--- src/rtl/dpram16_port_arbiter.sv ---
// Arbitrates RAM port B between the CPU data bus (M0) and the debug loader (M1).
// Define DPRAM_ARB_RR_EN for round-robin arbitration instead of fixed M0 priority with starvation escape.
module dpram16_port_arbiter #(
   parameter int DATA   = 16,
   parameter int ADDR   = 11,
   parameter int STARVE = 8
) (
   input  logic            clk,
   input  logic            rst_n,
   input  logic            m0_req,
   input  logic            m0_we,
   input  logic [ADDR-1:0] m0_addr,
   input  logic [DATA-1:0] m0_wdata,
   input  logic            m1_req,
   input  logic            m1_we,
   input  logic [ADDR-1:0] m1_addr,
   input  logic [DATA-1:0] m1_wdata,
   input  logic            m1_lock,
   output logic            m0_ack,
   output logic            m1_ack,
   output logic            m0_rvalid,
   output logic            m1_rvalid,
   output logic [DATA-1:0] m0_rdata,
   output logic [DATA-1:0] m1_rdata,
   output logic            b_ce,
   output logic            b_we,
   output logic [ADDR-1:0] b_addr,
   output logic [DATA-1:0] b_write,
   input  logic [DATA-1:0] b_read
);

`ifndef DPRAM_ARB_RR_EN
   localparam logic [7:0] STARVE_C = 8'(STARVE);
   logic [7:0] waitCnt_q, waitCnt_d;
`endif
   logic            lastGrant_q, lastGrant_d;
   logic            locked_q, locked_d;
   logic            rdPendM0_q, rdPendM0_d;
   logic            rdPendM1_q, rdPendM1_d;
   logic [DATA-1:0] rdataM0_q, rdataM1_q;
   logic            m1Wins, gnt0, gnt1;

   // Grants are gated by rst_n so the RAM port goes quiet the instant reset asserts.
   always_comb begin
`ifdef DPRAM_ARB_RR_EN
      m1Wins = locked_q || !lastGrant_q;
`else
      m1Wins = locked_q || (waitCnt_q == STARVE_C);
`endif
      gnt1 = rst_n && m1_req && (!m0_req || m1Wins);
      gnt0 = rst_n && m0_req && !gnt1;
   end

   always_comb begin
      b_ce    = gnt0 || gnt1;
      b_we    = 1'b0;
      b_addr  = '0;
      b_write = '0;
      if (gnt1) begin
         b_we    = m1_we;
         b_addr  = m1_addr;
         b_write = m1_wdata;
      end else if (gnt0) begin
         b_we    = m0_we;
         b_addr  = m0_addr;
         b_write = m0_wdata;
      end
   end

   always_comb begin
      lastGrant_d = lastGrant_q;
      if (gnt1)
         lastGrant_d = 1'b1;
      else if (gnt0)
         lastGrant_d = 1'b0;

      locked_d = locked_q;
      if (gnt1 && m1_lock)
         locked_d = 1'b1;
      else if (!m1_lock || !m1_req)
         locked_d = 1'b0;

`ifndef DPRAM_ARB_RR_EN
      waitCnt_d = waitCnt_q;
      if (!m1_req || gnt1)
         waitCnt_d = '0;
      else if (waitCnt_q != STARVE_C)
         waitCnt_d = waitCnt_q + 8'd1;
`endif

      rdPendM0_d = gnt0 && !m0_we;
      rdPendM1_d = gnt1 && !m1_we;
   end

   always_ff @(posedge clk or negedge rst_n) begin
      if (!rst_n) begin
         lastGrant_q <= 1'b1;
         locked_q    <= 1'b0;
`ifndef DPRAM_ARB_RR_EN
         waitCnt_q   <= '0;
`endif
         rdPendM0_q  <= 1'b0;
         rdPendM1_q  <= 1'b0;
         rdataM0_q   <= '0;
         rdataM1_q   <= '0;
      end else begin
         lastGrant_q <= lastGrant_d;
         locked_q    <= locked_d;
`ifndef DPRAM_ARB_RR_EN
         waitCnt_q   <= waitCnt_d;
`endif
         rdPendM0_q  <= rdPendM0_d;
         rdPendM1_q  <= rdPendM1_d;
         if (rdPendM0_q)
            rdataM0_q <= b_read;
         if (rdPendM1_q)
            rdataM1_q <= b_read;
      end
   end

   // Read data arrives from the RAM the cycle after the ack; otherwise the last value is held.
   assign m0_ack    = gnt0;
   assign m1_ack    = gnt1;
   assign m0_rvalid = rdPendM0_q;
   assign m1_rvalid = rdPendM1_q;
   assign m0_rdata  = rdPendM0_q ? b_read : rdataM0_q;
   assign m1_rdata  = rdPendM1_q ? b_read : rdataM1_q;

endmodule

--- config.mk ---
export PLATFORM = sky130hd
export DESIGN_NAME = dpram16_port_arbiter
export DESIGN_NICKNAME = d
export VERILOG_FILES = /design/src/rtl/dpram16_port_arbiter.sv
export SDC_FILE = /design/constraint.sdc
export NUM_CORES = 1
export LEC_CHECK = 0
export ABC_CLOCK_PERIOD_IN_PS = 5000
export CAP_MARGIN = 20
export CORE_ASPECT_RATIO = 0.9
export CORE_MARGIN = 5
export CORE_UTILIZATION = 39
export CTS_CLUSTER_SIZE = 16
export DETAILED_ROUTE_END_ITERATION = 12
export GPL_ROUTABILITY_DRIVEN = 0
export GPL_TIMING_DRIVEN = 0
export PLACE_DENSITY = 0.86
export SLEW_MARGIN = 10
export SYNTH_ARGS = -nofsm -noshare
export SYNTH_HDL_FRONTEND = slang
export SYNTH_SLANG_ARGS = --single-unit
--- constraint.sdc ---
create_clock -name clk -period 5 [get_ports clk]
set_clock_uncertainty 0.1 [all_clocks]
set_input_delay 1 -clock clk [delete_from_list [all_inputs] [get_ports clk]]
set_output_delay 1 -clock clk [all_outputs]
set_load 0.03 [all_outputs]
==> impl_metrics.env <==
export IMPL_setup_slack_ps=590.1
export IMPL_antenna_left=0
export IMPL_ctsLongestPathBuffers=2
export IMPL_criticalPathCategory="input port to output pin"
export IMPL_synth_nets=250
export IMPL_first_pass_iters=4
export IMPL_seqPwrFrac_pct=36.4
export IMPL_synth_area_leaders="dfrtp_1 50%, mux2_2 17%, a32o_1 13%"
export IMPL_slew_headroom_pct=45.67
export IMPL_numClockSinks=43
export IMPL_async_reset_ff_share_pct=100.0
export IMPL_status="finished clean"
export IMPL_switchingPower_mw=0.3917
export IMPL_arrival_ps=3310
export IMPL_yosys_warnings=0
export IMPL_wire_per_inst_um=19.37
export IMPL_regArea_mm2=0.001076
export IMPL_ios=142
export IMPL_drc=0
export IMPL_period_share_pct=88.20
export IMPL_cts_tree="built"
export IMPL_min_delay_start="rdataM0_q[0]"
export IMPL_hpwl_um=5961
export IMPL_clk_insertion_delay_late_ps=290
export IMPL_r2r_slack_ps=3070
export IMPL_ctsHoldBuffers=0
export IMPL_r2r_start="waitCnt_q[4]"
export IMPL_path_max_fanout=10
export IMPL_grtUsageTotal_pct=20.75
export IMPL_ys_ff_latch=43
export IMPL_vias_per_cell=5.343
export IMPL_hold_class="register to register"
export IMPL_fmax_ghz=0.2268
export IMPL_yosysTopAreaCellShare_pct=49.71
export IMPL_rsz0062_at_grt="no"
export IMPL_dieWidth_um=88.53
export IMPL_die_area_mm2=0.007142
export IMPL_yosys_area_top_type="dfrtp_1"
export IMPL_core_mm2=0.005318
export IMPL_critPathCaptureType="output pin"
export IMPL_antenna_cells=0
export IMPL_cts_root_buf="clkbuf_8"
export IMPL_whs_ps=398.8
export IMPL_grt_max_degree=36
export IMPL_yosysSeqAreaShare_pct=49.71
export IMPL_ys_flop_type="dfrtp_1"
export IMPL_postCtsSetupRepairBufs=0
export IMPL_ctsHtreeMaxLevel=2
export IMPL_intPower_mw=0.7723
export IMPL_slew_viol_final=0
export IMPL_wl_um=7514
export IMPL_ys_types=32
export IMPL_tns_ps=0
export IMPL_multi_input_area_um2=987.2
export IMPL_holdPathStages=1
export IMPL_drt_iter0_drc=112
export IMPL_period_needed_ps=4410
export IMPL_avgSynthCellArea_um2=12.66
export IMPL_worst_pin_slew_ps=807.5
export IMPL_clk_pin_slew_ps=70
export IMPL_cts_resized=0
export IMPL_start_util_pct=40.71
export IMPL_cts_buffers=5
export IMPL_synthesis_area_mm2=0.002165
export IMPL_area_growth_pct=74.39
export IMPL_irDropWorstVdd_v=0.0002520
export IMPL_std_cell_rows=25
export IMPL_pre_cts_slack_ps=585.2
export IMPL_grt_overflow_total=0
export IMPL_design_area_mm2=0.003775
export IMPL_antenna_found_initial=0
export IMPL_cp_start_kind="input port"
export IMPL_drive_above_1_share_pct=15.58
export IMPL_synth_edf_count=0
export IMPL_layout_nets=399
export IMPL_dr_total_vias=2073
export IMPL_crit_required_ps=3900
export IMPL_setup_violations=0
export IMPL_cp_startpoint="m1_req"
export IMPL_powerDensity_mw_per_mm2=308.3
export IMPL_synthCells=171
export IMPL_hold_path_end="rdataM0_q[0]"
export IMPL_die_h_um=80.68
export IMPL_r2r_cells=4
export IMPL_leakage_nw=1.462
export IMPL_r2r_end="m0_rvalid"
export IMPL_hold_viol_final=0
export IMPL_portBuffers=141
export IMPL_grt_pass1_vias=2186
export IMPL_fillers=406
export IMPL_power_frac_comb_pct=43.4
export IMPL_placed_area_mm2=0.003675
export IMPL_final_common_cell="clkdlybuf4s50_1"
export IMPL_p_sw_share_pct=33.65
export IMPL_clkPwrFrac_pct=20.2
export IMPL_final_cell_mix="140 x clkdlybuf4s50_1, 43 x dfrtp_1, 32 x mux2_2"
export IMPL_max_cap_violations=0
export IMPL_grt_pass1_wl_um=11420
[sequential cells by signal, summed over array words and instances (netlist names)]
| signal | flops |
|---|---|
| locked_q | 1 |
| rdataM1_q | 16 |
| waitCnt_q | 8 |
| rdataM0_q | 16 |
| m1_rvalid | 1 |
| m0_rvalid | 1 |
[worst max-delay path by stage]
stage | endpoint | slack, ps | cells after the start
floorplan | b_write[10] | 1700 | 5
global route | b_write[13] | 460 | 6
finish | b_write[13] | 590 | 6
detailed placement | b_we | 590 | 6
global placement | b_write[13] | -900 | 7
CTS | b_we | 590 | 6
[worst max-delay path, cell delays in order]
cell,delay [ps]
clkdlybuf4s50_1,530
and4b_1,280
a221oi_2,320
buf_2,280
a32o_1,150
clkdlybuf4s50_1,740
[cells in the mapped netlist (2+ instances only)]
master / count
dfrtp_1: 43
nor2b_1: 2
a32o_1: 28
nand2_1: 4
or3_1: 3
nand3_1: 6
xor2_1: 2
buf_2: 3
clkbuf_1: 10
and2_1: 2
buf_6: 3
mux2_2: 32
a211oi_1: 2
inv_1: 4
ha_1: 2
a221oi_1: 5
o21ai_0: 5
[layout make-up]
cell class                 instances  share of cell area, %
timing repair buffer             142                  37.79
sequential                        43                  28.51
multi-input combinational        108                  26.15
clock buffer                       8                  2.652
buffer                            16                  2.287
tap                               67                  2.221
inverter                           4                 0.3977
[through the flow]
| stage | util, % | total power, mW | cells |
|---|---|---|---|
| final | 70.99 | 1.164 | 388 |
| after global routing | 70.99 | 1.223 | 388 |
| after CTS | 70.99 | 1.175 | 388 |
| after detailed placement | 69.11 | 0.9397 | 380 |
| after global placement | 68.82 | 0.9257 | 379 |
| after floorplan | - | 0.6948 | 171 |
[layer usage]
metal	share of wire [%]	GRT usage, %	vias up
met5	0	0	-
met4	1.1	4.532	0
met3	5.0	4.923	9
met2	54	34.90	63
met1	40	26.98	1024
li1	-	-	977
[logic make-up (layout without fill, tap and decap cells)]
family,after synthesis,in the layout,share of synthesized area (%)
buffers and inverters,20,170,4.682
xor gates and xnor gates,2,2,0.8094
DFF,43,43,49.71
and+or+nand+nor,25,25,6.994
muxes,32,32,16.65
adders and majority gates,2,2,1.156
AOI/OAI and AO/OA,47,47,20.00
[power groups by stage]
stage / registers (mW) / logic (mW) / clock network (mW)
after CTS: 0.424 / 0.511 / 0.240
after global routing: 0.430 / 0.535 / 0.259
after floorplan: 0.425 / 0.270 / 0
after detailed placement: 0.431 / 0.508 / 0
final: 0.424 / 0.505 / 0.235
after global placement: 0.426 / 0.500 / 0
Note: power is estimated with default switching activity, not from simulation.
